### config.mk
export PLATFORM = sky130hd
export DESIGN_NAME = dmi_arbiter
export DESIGN_NICKNAME = d
export VERILOG_FILES = /design/src/rtl/dmi_arbiter.sv
export SDC_FILE = /design/constraint.sdc
export NUM_CORES = 1
export LEC_CHECK = 0
export CAP_MARGIN = 20
export CORE_UTILIZATION = 44
export CTS_BUF_LIST = sky130_fd_sc_hd__clkbuf_4 sky130_fd_sc_hd__clkbuf_8
export DETAILED_ROUTE_END_ITERATION = 10
export PLACE_DENSITY_LB_ADDON = 0.2
export REMOVE_ABC_BUFFERS = 1
export SLEW_MARGIN = 30
export SYNTH_ARGS = -nofsm -noshare
export SYNTH_HDL_FRONTEND = slang
export SYNTH_SLANG_ARGS = --single-unit
### constraint.sdc
create_clock -name clk -period 4.7 [get_ports clk]
set_input_delay 1.41 -clock clk [delete_from_list [all_inputs] [get_ports clk]]
set_output_delay 1.41 -clock clk [all_outputs]
set_load 0.005 [all_outputs]
### src/rtl/dmi_arbiter.sv
// Two-requester round-robin DMI arbiter; one outstanding DM transaction; NOP/reserved answered locally.
// Latency: accept t -> DM req t+1 -> rsp t+3 (zero-wait DM); local ops rsp t+1. Optional DMI_ARB_TIMEOUT_EN.
// Backpressure: requesters see ready only in IDLE for the granted side; DM request held until dmi_req_ready_i.
module dmi_arbiter #(
    parameter int ADDR_W         = 7,
    parameter int DATA_W         = 32,
    parameter int TIMEOUT_CYCLES = 64
) (
    input  logic              clk,
    input  logic              reset,
    input  logic              m0_req_valid_i,
    output logic              m0_req_ready_o,
    input  logic [1:0]        m0_req_op_i,
    input  logic [ADDR_W-1:0] m0_req_address_i,
    input  logic [DATA_W-1:0] m0_req_data_i,
    output logic              m0_rsp_valid_o,
    output logic [1:0]        m0_rsp_op_o,
    output logic [DATA_W-1:0] m0_rsp_data_o,
    input  logic              m1_req_valid_i,
    output logic              m1_req_ready_o,
    input  logic [1:0]        m1_req_op_i,
    input  logic [ADDR_W-1:0] m1_req_address_i,
    input  logic [DATA_W-1:0] m1_req_data_i,
    output logic              m1_rsp_valid_o,
    output logic [1:0]        m1_rsp_op_o,
    output logic [DATA_W-1:0] m1_rsp_data_o,
    output logic              dmi_req_valid_o,
    input  logic              dmi_req_ready_i,
    output logic [1:0]        dmi_req_op_o,
    output logic [ADDR_W-1:0] dmi_req_address_o,
    output logic [DATA_W-1:0] dmi_req_data_o,
    input  logic              dmi_rsp_valid_i,
    input  logic [1:0]        dmi_rsp_op_i,
    input  logic [DATA_W-1:0] dmi_rsp_data_i
);

    typedef enum logic [1:0] {S_IDLE, S_ISSUE, S_WAIT, S_RESP} state_t;

    state_t              r_state;
    state_t              w_next;
    logic                r_last_m1;
    logic                r_owner_m1;
    logic [1:0]          r_op;
    logic [ADDR_W-1:0]   r_addr;
    logic [DATA_W-1:0]   r_data;
    logic [1:0]          r_rsp_op;
    logic [DATA_W-1:0]   r_rsp_data;
    logic                w_gnt_m0;
    logic                w_gnt_m1;
    logic                w_accept;
    logic [1:0]          w_req_op;
    logic [ADDR_W-1:0]   w_req_addr;
    logic [DATA_W-1:0]   w_req_data;
    logic                w_timeout;

    // Reset starts with "last granted = m1" so m0 wins the first contested grant.
    assign w_gnt_m0   = m0_req_valid_i && (!m1_req_valid_i || r_last_m1);
    assign w_gnt_m1   = m1_req_valid_i && !w_gnt_m0;
    assign w_accept   = (r_state == S_IDLE) && !reset && (w_gnt_m0 || w_gnt_m1);
    assign w_req_op   = w_gnt_m1 ? m1_req_op_i      : m0_req_op_i;
    assign w_req_addr = w_gnt_m1 ? m1_req_address_i : m0_req_address_i;
    assign w_req_data = w_gnt_m1 ? m1_req_data_i    : m0_req_data_i;

`ifdef DMI_ARB_TIMEOUT_EN
    localparam int CNT_W = $clog2(TIMEOUT_CYCLES + 1);
    logic [CNT_W-1:0] r_wait_cnt;

    always_ff @(posedge clk or posedge reset) begin
        if (reset) begin
            r_wait_cnt <= '0;
        end else if (r_state == S_ISSUE) begin
            r_wait_cnt <= '0;
        end else if (r_state == S_WAIT) begin
            r_wait_cnt <= r_wait_cnt + CNT_W'(1);
        end
    end

    assign w_timeout = (r_state == S_WAIT) && (r_wait_cnt == CNT_W'(TIMEOUT_CYCLES - 1));
`else
    logic w_unused_timeout;
    assign w_unused_timeout = (TIMEOUT_CYCLES != 0);
    assign w_timeout        = 1'b0;
`endif

    always_ff @(posedge clk or posedge reset) begin
        if (reset) begin
            r_state <= S_IDLE;
        end else begin
            r_state <= w_next;
        end
    end

    always_comb begin
        w_next            = r_state;
        m0_req_ready_o    = 1'b0;
        m1_req_ready_o    = 1'b0;
        dmi_req_valid_o   = 1'b0;
        dmi_req_op_o      = '0;
        dmi_req_address_o = '0;
        dmi_req_data_o    = '0;
        m0_rsp_valid_o    = 1'b0;
        m0_rsp_op_o       = '0;
        m0_rsp_data_o     = '0;
        m1_rsp_valid_o    = 1'b0;
        m1_rsp_op_o       = '0;
        m1_rsp_data_o     = '0;
        case (r_state)
            S_IDLE: begin
                m0_req_ready_o = !reset && w_gnt_m0;
                m1_req_ready_o = !reset && w_gnt_m1;
                if (w_accept) begin
                    w_next = (w_req_op == 2'b01 || w_req_op == 2'b10) ? S_ISSUE : S_RESP;
                end
            end
            S_ISSUE: begin
                dmi_req_valid_o   = 1'b1;
                dmi_req_op_o      = r_op;
                dmi_req_address_o = r_addr;
                dmi_req_data_o    = r_data;
                if (dmi_req_ready_i) begin
                    w_next = S_WAIT;
                end
            end
            S_WAIT: begin
                if (dmi_rsp_valid_i || w_timeout) begin
                    w_next = S_RESP;
                end
            end
            S_RESP: begin
                m0_rsp_valid_o = !r_owner_m1;
                m0_rsp_op_o    = r_owner_m1 ? 2'b00 : r_rsp_op;
                m0_rsp_data_o  = r_owner_m1 ? '0 : r_rsp_data;
                m1_rsp_valid_o = r_owner_m1;
                m1_rsp_op_o    = r_owner_m1 ? r_rsp_op : 2'b00;
                m1_rsp_data_o  = r_owner_m1 ? r_rsp_data : '0;
                w_next         = S_IDLE;
            end
            default: w_next = S_IDLE;
        endcase
    end

    // Local ops preload their final response at accept; DM ops overwrite it in WAIT.
    always_ff @(posedge clk or posedge reset) begin
        if (reset) begin
            r_last_m1  <= 1'b1;
            r_owner_m1 <= 1'b0;
            r_op       <= '0;
            r_addr     <= '0;
            r_data     <= '0;
            r_rsp_op   <= '0;
            r_rsp_data <= '0;
        end else begin
            if (w_accept) begin
                r_op       <= w_req_op;
                r_addr     <= w_req_addr;
                r_data     <= w_req_data;
                r_owner_m1 <= w_gnt_m1;
                r_last_m1  <= w_gnt_m1;
                r_rsp_op   <= (w_req_op == 2'b11) ? 2'b10 : 2'b00;
                r_rsp_data <= '0;
            end
            if (r_state == S_WAIT) begin
                if (dmi_rsp_valid_i) begin
                    r_rsp_op   <= dmi_rsp_op_i;
                    r_rsp_data <= dmi_rsp_data_i;
                end else if (w_timeout) begin
                    r_rsp_op   <= 2'b11;
                    r_rsp_data <= '0;
                end
            end
        end
    end

endmodule

==> out/results.ini <==
[outcome]
outcome=finished, final reports clean

[pwr]
pwr-share-clk=0.175
p_per_area_nw_per_um2=465
peakVddDrop_mv=0.228
swShare=0.355
p_switching_uw=1160
p_comb_frac=0.457
leakage_uw=0.00314
p_seq_frac=0.368
p_int_uw=2110

[global_route]
grt_pass1_vias=4161
antenna_found_initial=0
grt_pass1_wl_um=20500
grt_overflow=0
grt_max_degree=44
grt_util_all_layers=0.258

[cts]
tritoncts=done
hold_buffers=0
numCtsBuffers=9
htreeDepth=3
ctsLongestPathBuffers=2
clock_sinks=79
postCtsSetupBuffers=0
path_clk_slew_ps=80
ctsResizeCount=0
clock_tree.root_cell=clkbuf_8
clk_latency_ps=350

[cells_and_area]
stdcell_count=841
postLayoutCoreUtil=0.749
fillCellCount=724
layout-drive-gt1-share=0.0576
mostFrequentLayoutCell=clkdlybuf4s50_1
area_growth_pct=61.9
final_cell_mix=clkdlybuf4s50_1 (235), o21ai_0 (110), dfrtp_1 (78)
nets=835
diodes=0

[floorplan]
io_pins=236
num_rows=35
die_y_um=101
core_um2=9370
start_util=0.463
die_area_um2=10300
fp.dieW_um=101

[sta]
rsz0062_at_grt=false
fin_crit_ps=4440
drv_slew=0
hold_violations=0
max_freq_mhz=225
finalCritPeriodShare=0.944
worstMarginPinSlew_ps=680
setup_viol=0
skew_ps=11.2
slew-limit-headroom=0.546
finalSetupTns_ps=0

[worst_setup_path]
crit_path_end_kind=primary output
crit_family=buffers and inverters
worstPathMaxFanout=6
cp_common_cell=clkdlybuf4s50_1
crit_type=primary input to primary output
cpMaxStageDelayCell=clkdlybuf4s50_1
crit_chain=clkdlybuf4s50_1 > a21bo_2 > nor2_1 > clkdlybuf4s50_1
crit_required_ps=3290
crit_arrival_ps=3030
path_buf_inv=2
crit_path_start_kind=primary input
slowest_delay_ps=600

[synth]
synthFlopType=dfrtp_1
syn-cell-area_um2=4340
seq_area_frac_synth=0.456
synth_seq_cells=79
ys_types=27
avgSynthCellArea_um2=8.87
synth_edf_count=0
synth_cells=489
yosys_warnings=0
async_flop_share=1.00

[routing]
post_drt_via_cell_ratio=5.16
drc=0
firstDrtPassIters=4
num_vias=4341
drt_iter0_drc=129
postRouteAntennaNets=0
wire_per_inst_um=15.7
wl_um=13200

[place]
gp_routability_congestion=0.787
dpl.cell_count=825
hpwl_um=9510
port_buffers=235

[run]
drv_cap=0

[hold_path]
hp-class=flop to flop

[through the flow]
stage,worst slack (ps),hold WS [ps],total power [uW],cell area (um2)
2_1_floorplan,435,465,1880,4170
3_3_place_gp,347,481,2620,6790
3_5_place_dp,283,490,2710,6800
4_1_cts,282,507,3280,7020
5_1_grt,234,535,3510,7020
6_report,264,504,3260,7020
[cell families (layout without fill, tap and decap cells)]
group / after synthesis / in the layout / share of synthesized area
muxes: 44 / 44 / 0.104
DFF: 79 / 79 / 0.456
AOI/OAI and AO/OA: 123 / 123 / 0.147
adders and majority gates: 6 / 6 / 0.0173
and+or+nand+nor: 191 / 191 / 0.232
buffers and inverters: 46 / 269 / 0.0427
[worst paths after layout]
kind                                     start  depth (start not counted)             end  slack (ps)
worst max-delay path            m0_req_valid_i                          4  m1_req_ready_o         260
worst min-delay path                 r_data[1]                          2       r_data[1]         500
worst max register to register      r_state[0]                          7  r_rsp_data[12]        2370
worst min register to register       r_data[1]                          2       r_data[1]         500
max in group asynchronous                reset                          3       r_last_m1        2540
min in group asynchronous                reset                          2       r_data[8]        1420
[final cells by class]
class / instances / area [um2] / share of cell area
clock buffer: 11 / 145 / 0.0207
clock inverter: 5 / 81.3 / 0.0116
inverter: 5 / 20.0 / 0.00285
multi-input combinational: 364 / 2190 / 0.311
sequential: 79 / 1980 / 0.282
tap: 129 / 161 / 0.0230
timing repair buffer: 248 / 2450 / 0.349
[Yosys cell counts, drive strengths merged, types with 4 or more instances]
cell	number	share of area
and2	77	0.11
ha	6	0.017
buf	5	0.0072
inv	5	0.0043
dfrtp	78	0.45
clkbuf	36	0.031
mux2	4	0.012
nand2	72	0.062
and3	34	0.049
o21ai	113	0.13
mux2i	40	0.092
[power by group through the flow]
stage / Combinational (uW) / Clock, uW / Sequential [uW]
after floorplan: 721 / 0 / 1150
after global placement: 1440 / 0 / 1180
after detailed placement: 1500 / 0 / 1210
after CTS: 1500 / 578 / 1200
after global routing: 1660 / 604 / 1250
final: 1490 / 572 / 1200
[metal layers]
metal	routed length [um]	up-vias	track usage	part of all wire
li1	-	2083	-	-
met1	5450	2049	0.319	0.41
met2	6430	190	0.436	0.49
met3	1080	19	0.0649	0.082
met4	251	0	0.100	0.019
met5	0	-	0	0
[registers in the layout, summed over array words and instances, names as in the netlist]
name / flops
r_addr: 7
r_data: 32
r_last_m1: 1
r_op: 2
r_owner_m1: 1
r_rsp_data: 32
r_rsp_op: 2
r_state: 2
[worst min-delay path: cells and delay by family (launching register included)]
kind	cells	cell delay, ps
AOI/OAI and AO/OA	2	140
DFF	1	330
Power figures use the tool's default switching activity.
